## config.mk

```make
export PLATFORM = sky130hd
export DESIGN_NAME = conv_window_stream
export DESIGN_NICKNAME = d
export VERILOG_FILES = /design/src/rtl/cnn_pkg.sv /design/src/rtl/line_buffer.sv /design/src/rtl/conv_window_stream.sv
export SDC_FILE = /design/constraint.sdc
export NUM_CORES = 2
export LEC_CHECK = 0
export ABC_AREA = 0
export BUFFER_PORTS_ARGS = -buffer_cell sky130_fd_sc_hd__buf_2
export CAP_MARGIN = 30
export CORE_ASPECT_RATIO = 1.75
export CORE_MARGIN = 2
export CORE_UTILIZATION = 50
export DETAILED_ROUTE_END_ITERATION = 12
export GPL_TIMING_DRIVEN = 0
export HOLD_SLACK_MARGIN = 0.06
export PLACE_DENSITY = 0.65
export RECOVER_POWER = 100
export SLEW_MARGIN = 20
export SYNTH_ARGS = -nofsm -noshare
export SYNTH_HDL_FRONTEND = slang
export SYNTH_SLANG_ARGS = --single-unit
```

## constraint.sdc

```tcl
create_clock -name clock -period 20 [get_ports clock]
set_clock_uncertainty 0.15 [all_clocks]
set_input_delay 1 -clock clock [delete_from_list [all_inputs] [get_ports clock]]
set_output_delay 1 -clock clock [all_outputs]
set_load 0.01 [all_outputs]
```

## src/rtl/cnn_pkg.sv

```systemverilog
// Shared types and sizing helpers for the CNN streaming stages.
package cnn_pkg;

    localparam int PKG_BITWIDTH = 8;
    localparam int PIPE_LATENCY = 3;

    typedef logic [PKG_BITWIDTH-1:0]        pixel_t;
    typedef logic signed [PKG_BITWIDTH-1:0] weight_t;

    // Product width plus enough growth bits to sum every kernel tap.
    function automatic int acc_width(input int bw, input int fsize);
        return 2 * bw + 1 + $clog2(fsize);
    endfunction

endpackage

```

## src/rtl/line_buffer.sv

```systemverilog
// Enable-gated shift-register delay line holding one image row minus the window width.
module line_buffer
    import cnn_pkg::*;
#(
    parameter int bitwidth = 8,
    parameter int depth    = 8
) (
    input  logic                clock,
    input  logic                reset,
    input  logic                en,
    input  logic [bitwidth-1:0] pixel,
    output logic [bitwidth-1:0] delayed
);

    logic [bitwidth-1:0] taps [depth];

    always_ff @(posedge clock or posedge reset) begin
        if (reset) begin
            for (int k = 0; k < depth; k++) taps[k] <= '0;
        end else if (en) begin
            taps[0] <= pixel;
            for (int k = 1; k < depth; k++) taps[k] <= taps[k-1];
        end
    end

    assign delayed = taps[depth-1];

endmodule

```

## src/rtl/conv_window_stream.sv

```systemverilog
// Streaming 2D convolution: line-buffered sliding window, signed kernel, shift/ReLU/saturate.
// Optional bias register enabled by defining CONV_BIAS_EN (written at weight_addr == filterSize).
module conv_window_stream
    import cnn_pkg::*;
#(
    parameter int bitwidth    = 8,
    parameter int filterWidth = 3,
    parameter int imageWidth  = 11,
    parameter int imageHeight = 11,
    parameter int outShift    = 0
) (
    input  logic                                          clock,
    input  logic                                          reset,
    input  logic [bitwidth-1:0]                           data_in,
    input  logic                                          isValid,
    input  logic                                          weight_we,
    input  logic [$clog2(filterWidth*filterWidth)-1:0]    weight_addr,
    input  logic [bitwidth-1:0]                           weight_data,
    output logic [bitwidth-1:0]                           conv_out,
    output logic                                          convReady_out,
    output logic                                          frameDone_out
);

    localparam int FSIZE    = filterWidth * filterWidth;
    localparam int PROD_W   = 2 * bitwidth + 1;
    localparam int ACC_W    = acc_width(bitwidth, FSIZE);
    localparam int CW       = $clog2(imageWidth);
    localparam int RW       = $clog2(imageHeight);
    localparam int LB_DEPTH = imageWidth - filterWidth;

    localparam logic [CW-1:0] COL_LAST  = CW'(imageWidth - 1);
    localparam logic [RW-1:0] ROW_LAST  = RW'(imageHeight - 1);
    localparam logic [CW-1:0] COL_FIRST = CW'(filterWidth - 1);
    localparam logic [RW-1:0] ROW_FIRST = RW'(filterWidth - 1);
    localparam logic signed [ACC_W-1:0] OUT_MAX = ACC_W'((1 << bitwidth) - 1);

    function automatic logic [bitwidth-1:0] relu_sat(input logic signed [ACC_W-1:0] acc);
        logic signed [ACC_W-1:0] shifted;
        shifted = acc >>> outShift;
        if (shifted < 0)            return '0;
        else if (shifted > OUT_MAX) return {bitwidth{1'b1}};
        else                        return bitwidth'(shifted);
    endfunction

    logic signed [bitwidth-1:0] weights [FSIZE];
    logic signed [ACC_W-1:0]    bias_ext;

    always_ff @(posedge clock or posedge reset) begin
        if (reset) begin
            for (int k = 0; k < FSIZE; k++) weights[k] <= '0;
        end else if (weight_we && int'(weight_addr) < FSIZE) begin
            weights[weight_addr] <= weight_data;
        end
    end

`ifdef CONV_BIAS_EN
    logic signed [bitwidth-1:0] bias;

    always_ff @(posedge clock or posedge reset) begin
        if (reset)                                          bias <= '0;
        else if (weight_we && int'(weight_addr) == FSIZE)   bias <= weight_data;
    end

    assign bias_ext = ACC_W'(bias);
`else
    assign bias_ext = '0;
`endif

    logic [CW-1:0]       col;
    logic [RW-1:0]       row;
    logic [bitwidth-1:0] win_p0 [filterWidth][filterWidth];
    logic [bitwidth-1:0] lb_tap [filterWidth-1];
    logic                vld_p0, last_p0;
    logic                win_valid, frame_last;

    assign win_valid  = (row >= ROW_FIRST) && (col >= COL_FIRST);
    assign frame_last = (row == ROW_LAST) && (col == COL_LAST);

    // Each line buffer takes the pixel leaving a window row and feeds the row above.
    for (genvar g = 0; g < filterWidth - 1; g++) begin : g_lb
        line_buffer #(
            .bitwidth (bitwidth),
            .depth    (LB_DEPTH)
        ) u_lb (
            .clock   (clock),
            .reset   (reset),
            .en      (isValid),
            .pixel   (win_p0[g+1][0]),
            .delayed (lb_tap[g])
        );
    end

    // Stage 0: window shift and raster position tracking on accepted pixels.
    always_ff @(posedge clock or posedge reset) begin
        if (reset) begin
            col     <= '0;
            row     <= '0;
            vld_p0  <= 1'b0;
            last_p0 <= 1'b0;
            for (int i = 0; i < filterWidth; i++)
                for (int j = 0; j < filterWidth; j++)
                    win_p0[i][j] <= '0;
        end else begin
            vld_p0  <= isValid && win_valid;
            last_p0 <= isValid && win_valid && frame_last;
            if (isValid) begin
                for (int i = 0; i < filterWidth; i++)
                    for (int j = 0; j < filterWidth - 1; j++)
                        win_p0[i][j] <= win_p0[i][j+1];
                for (int i = 0; i < filterWidth - 1; i++)
                    win_p0[i][filterWidth-1] <= lb_tap[i];
                win_p0[filterWidth-1][filterWidth-1] <= data_in;
                if (col == COL_LAST) begin
                    col <= '0;
                    row <= (row == ROW_LAST) ? '0 : row + 1'b1;
                end else begin
                    col <= col + 1'b1;
                end
            end
        end
    end

    // Stage 1: per-tap signed products (pixel is zero-extended to stay non-negative).
    logic signed [PROD_W-1:0] prod_next [FSIZE];
    logic signed [PROD_W-1:0] prod_p1   [FSIZE];

    always_comb begin
        for (int k = 0; k < FSIZE; k++) begin
            prod_next[k] = PROD_W'($signed({1'b0, win_p0[k / filterWidth][k % filterWidth]}))
                         * PROD_W'(weights[k]);
        end
    end

    // Stage 2: sum of products plus optional bias.
    logic signed [ACC_W-1:0] acc_next;
    logic signed [ACC_W-1:0] acc_p2;

    always_comb begin
        acc_next = bias_ext;
        for (int k = 0; k < FSIZE; k++) acc_next = acc_next + ACC_W'(prod_p1[k]);
    end

    always_ff @(posedge clock) begin
        for (int k = 0; k < FSIZE; k++) prod_p1[k] <= prod_next[k];
        acc_p2 <= acc_next;
    end

    logic vld_p1, last_p1, vld_p2, last_p2;

    // Stage 3: shift, ReLU and clamp into the output register.
    always_ff @(posedge clock or posedge reset) begin
        if (reset) begin
            vld_p1        <= 1'b0;
            last_p1       <= 1'b0;
            vld_p2        <= 1'b0;
            last_p2       <= 1'b0;
            conv_out      <= '0;
            convReady_out <= 1'b0;
            frameDone_out <= 1'b0;
        end else begin
            vld_p1        <= vld_p0;
            last_p1       <= last_p0;
            vld_p2        <= vld_p1;
            last_p2       <= last_p1;
            convReady_out <= vld_p2;
            frameDone_out <= vld_p2 && last_p2;
            if (vld_p2) conv_out <= relu_sat(acc_p2);
        end
    end

endmodule

```

==> metrics.yaml <==
outcome: "finished, violations left"
violations: "max-capacitance violations, max-slew violations"
timing.rr.end: "prod_p1[0][50]"
num_vias: 25300
hold_buffers: 0
antenna_found_initial: 7
synth_top_area_frac: 0.235
worstSkewPairLatency_ns: 0.62
synth-edff-count: 0
r2r_slack_ns: 13.90
worst_pin_slew_ns: 5.10
fmax_mhz: 99.1
drt_iter0_drc: 1015
nets: 4671
grt_first_pass_wirelength_um: 147000
core_mm2: 0.0770
yosysTopAreaCell: "fa_1"
start_util: 0.503
post-route-period-util: 0.505
hold_viol_final: 0
grt-ovfl-total: 0
rsz0062_at_grt: "no"
setup_tns_ns: 0
grt_pass1_vias: 27000
routedWlPerCell_um: 18.9
ys_ff_latch: 470
cts_tree: "built"
track_usage: 0.239
grt_max_degree: 97
synthArstFlopShare: 0.630
area_growth_pct: 7.53
clk_path_buf_depth: 3
hold_class: "flip-flop to flip-flop"
period_minus_slack_ns: 10.09
yosysSeqAreaShare: 0.281
rr_worst_depth: 15
slew_viol_final: 305
fillers: 6905
cts.sinks: 470
port_buffers: 31
numCtsBuffers: 46
rows: 135
slew_headroom: -2.40
firstDrtPassIters: 5
io_pins: 34
synth_flop_cell: "dfrtp_1"
cts.repair.resized: 0
critPathRequiredTime_ns: 19.35
seq_area_mm2: 0.0109
htreeDepth: 2
syn_inst: 3701
cts_setup_buffers: 0
drive_above_1_share: 0.101
startpoint_type: "input pin"
avgViaCountPerCell: 5.21
cp.arrival_ns: 9.45
drc: 0
drv_cap: 5
path_max_fanout: 96
ys.warnings.count: 0
setup_violations: 0
place.gp.congestion: 0.898
ys_top_cells_by_area: "fa_1 (23%), dfrtp_1 (19%), ha_1 (13%), dfxtp_1 (9.0%), mux2_2 (8.1%)"
syn-num-nets: 4588
multi_input_area_mm2: 0.0247
clkTransAtPathRegs_ns: 0.06
ant_nets: 0
place_hpwl_um: 74100
wl_um: 91600
syn-cell-area_mm2: 0.0388
die_y_um: 372
cp-end-kind: "async pin"
cp-startpoint: "reset"
die_area_mm2: 0.0799
syn_avg_cell_area_um2: 10.5
dieWidth_um: 214
synth_cell_types: 71
cts_root_buffer: "clkbuf_16"
r2r_start: "win_p0[49]"
cp-endpoint: "win_p0[50]"
path_class: "input pin to async pin"
[placed cells by master, fill, tap and decap left out, drive strengths merged, types with 6 or more instances in the layout]
master / instances
clkinv: 9
nand2: 273
nor2b: 22
a31oi: 6
and3: 11
nor3b: 7
o21bai: 6
o21a: 23
nor3: 28
or3: 7
dfxtp: 174
mux2: 280
buf: 20
o311ai: 10
ha: 408
inv: 728
and2: 301
o31ai: 10
a211oi: 20
o21ai: 46
a21o: 29
clkbuf: 175
xor2: 20
nor2: 108
nand2b: 54
xnor2: 78
o22ai: 7
nand4: 8
fa: 455
o211ai: 14
dfrtp: 296
a21oi: 79
a21boi: 7
nand3: 23
[critical path, cell delays in order]
cell,delay [ns]
buf_2,0.10
clkinvlp_2,1.46
clkbuf_1,2.91
clkbuf_1,3.73
[through the flow]
step / instance area, um^2 / worst slack [ns] / std cells / hold WS (ns) / utilization
3_3_place_gp: 40200 / 6.78 / 4759 / 0.184 / 0.522
6_report: 41700 / 9.91 / 4852 / 0.199 / 0.541
3_5_place_dp: 40300 / 14.43 / 4763 / 0.187 / 0.523
2_1_floorplan: 38800 / 10.67 / 3701 / 0.181 / -
4_1_cts: 41900 / 14.37 / 4848 / 0.202 / 0.543
5_1_grt: 41700 / 7.72 / 4849 / 0.206 / 0.541
[worst min-delay path by stage]
stage               startpoint       to  slack (ns)  cells after the start
floorplan              last_p0  last_p1        0.18                      0
global placement       last_p1  last_p2        0.18                      0
detailed placement      vld_p1   vld_p2        0.19                      0
CTS                     vld_p1   vld_p2        0.20                      0
global route           last_p0  last_p1        0.21                      0
finish                 last_p0  last_p1        0.20                      0
[state kept, by name, summed over array words and instances, names as in the netlist]
name               count
acc_p2                21
row                    4
prod_p1              153
last_p2                1
g_lb.u_lb.delayed     16
vld_p1                 1
weights               72
frameDone_out          1
last_p0                1
conv_out               8
col                    4
convReady_out          1
win_p0                72
g_lb.u_lb.taps       112
vld_p2                 1
vld_p0                 1
last_p1                1
[Yosys cell counts (19+ instances only)]
| library cell | number |
|---|---|
| a211oi_1 | 19 |
| dfrtp_1 | 296 |
| a21o_1 | 29 |
| clkbuf_1 | 85 |
| fa_1 | 455 |
| ha_1 | 408 |
| nor2_1 | 108 |
| and2_1 | 301 |
| o21a_1 | 23 |
| a21oi_1 | 79 |
| xor2_1 | 20 |
| nand2b_1 | 54 |
| nor3_1 | 26 |
| nand2_1 | 273 |
| nand3_1 | 23 |
| inv_1 | 719 |
| mux2_2 | 280 |
| xnor2_1 | 78 |
| nor2b_1 | 21 |
| o21ai_0 | 46 |
| dfxtp_1 | 174 |
[logic make-up (layout without fill, tap and decap cells)]
group,Yosys count,count (layout),share of synthesized area
simple gates,869,869,0.116
xor+xnor,98,98,0.0221
flops,470,470,0.281
other cells,0,4,0
mux,284,284,0.0824
compound gates,298,298,0.0521
fa+ha+maj,863,863,0.367
buf+inv,819,939,0.0798
[routing by layer]
layer	share of wire	track usage	up-vias
li1	-	-	11900
met3	0.034	0.0305	212
met4	0.058	0.125	4
met5	0.00025	0	-
met1	0.36	0.251	12800
met2	0.55	0.463	419
[layout make-up]
cell class              instances  area share
diodes                          4    0.000240
multi-input cells            2412       0.593
inverters                     719      0.0648
repair buffers                 35     0.00372
clock inverters                25     0.00618
flip-flops and latches        470       0.261
well taps                    1027      0.0308
plain buffers                 100     0.00904
clock buffers                  60      0.0308
Power is not shown: default switching activity piles up to over one toggle a cycle in this logic, so the estimate is an artifact.
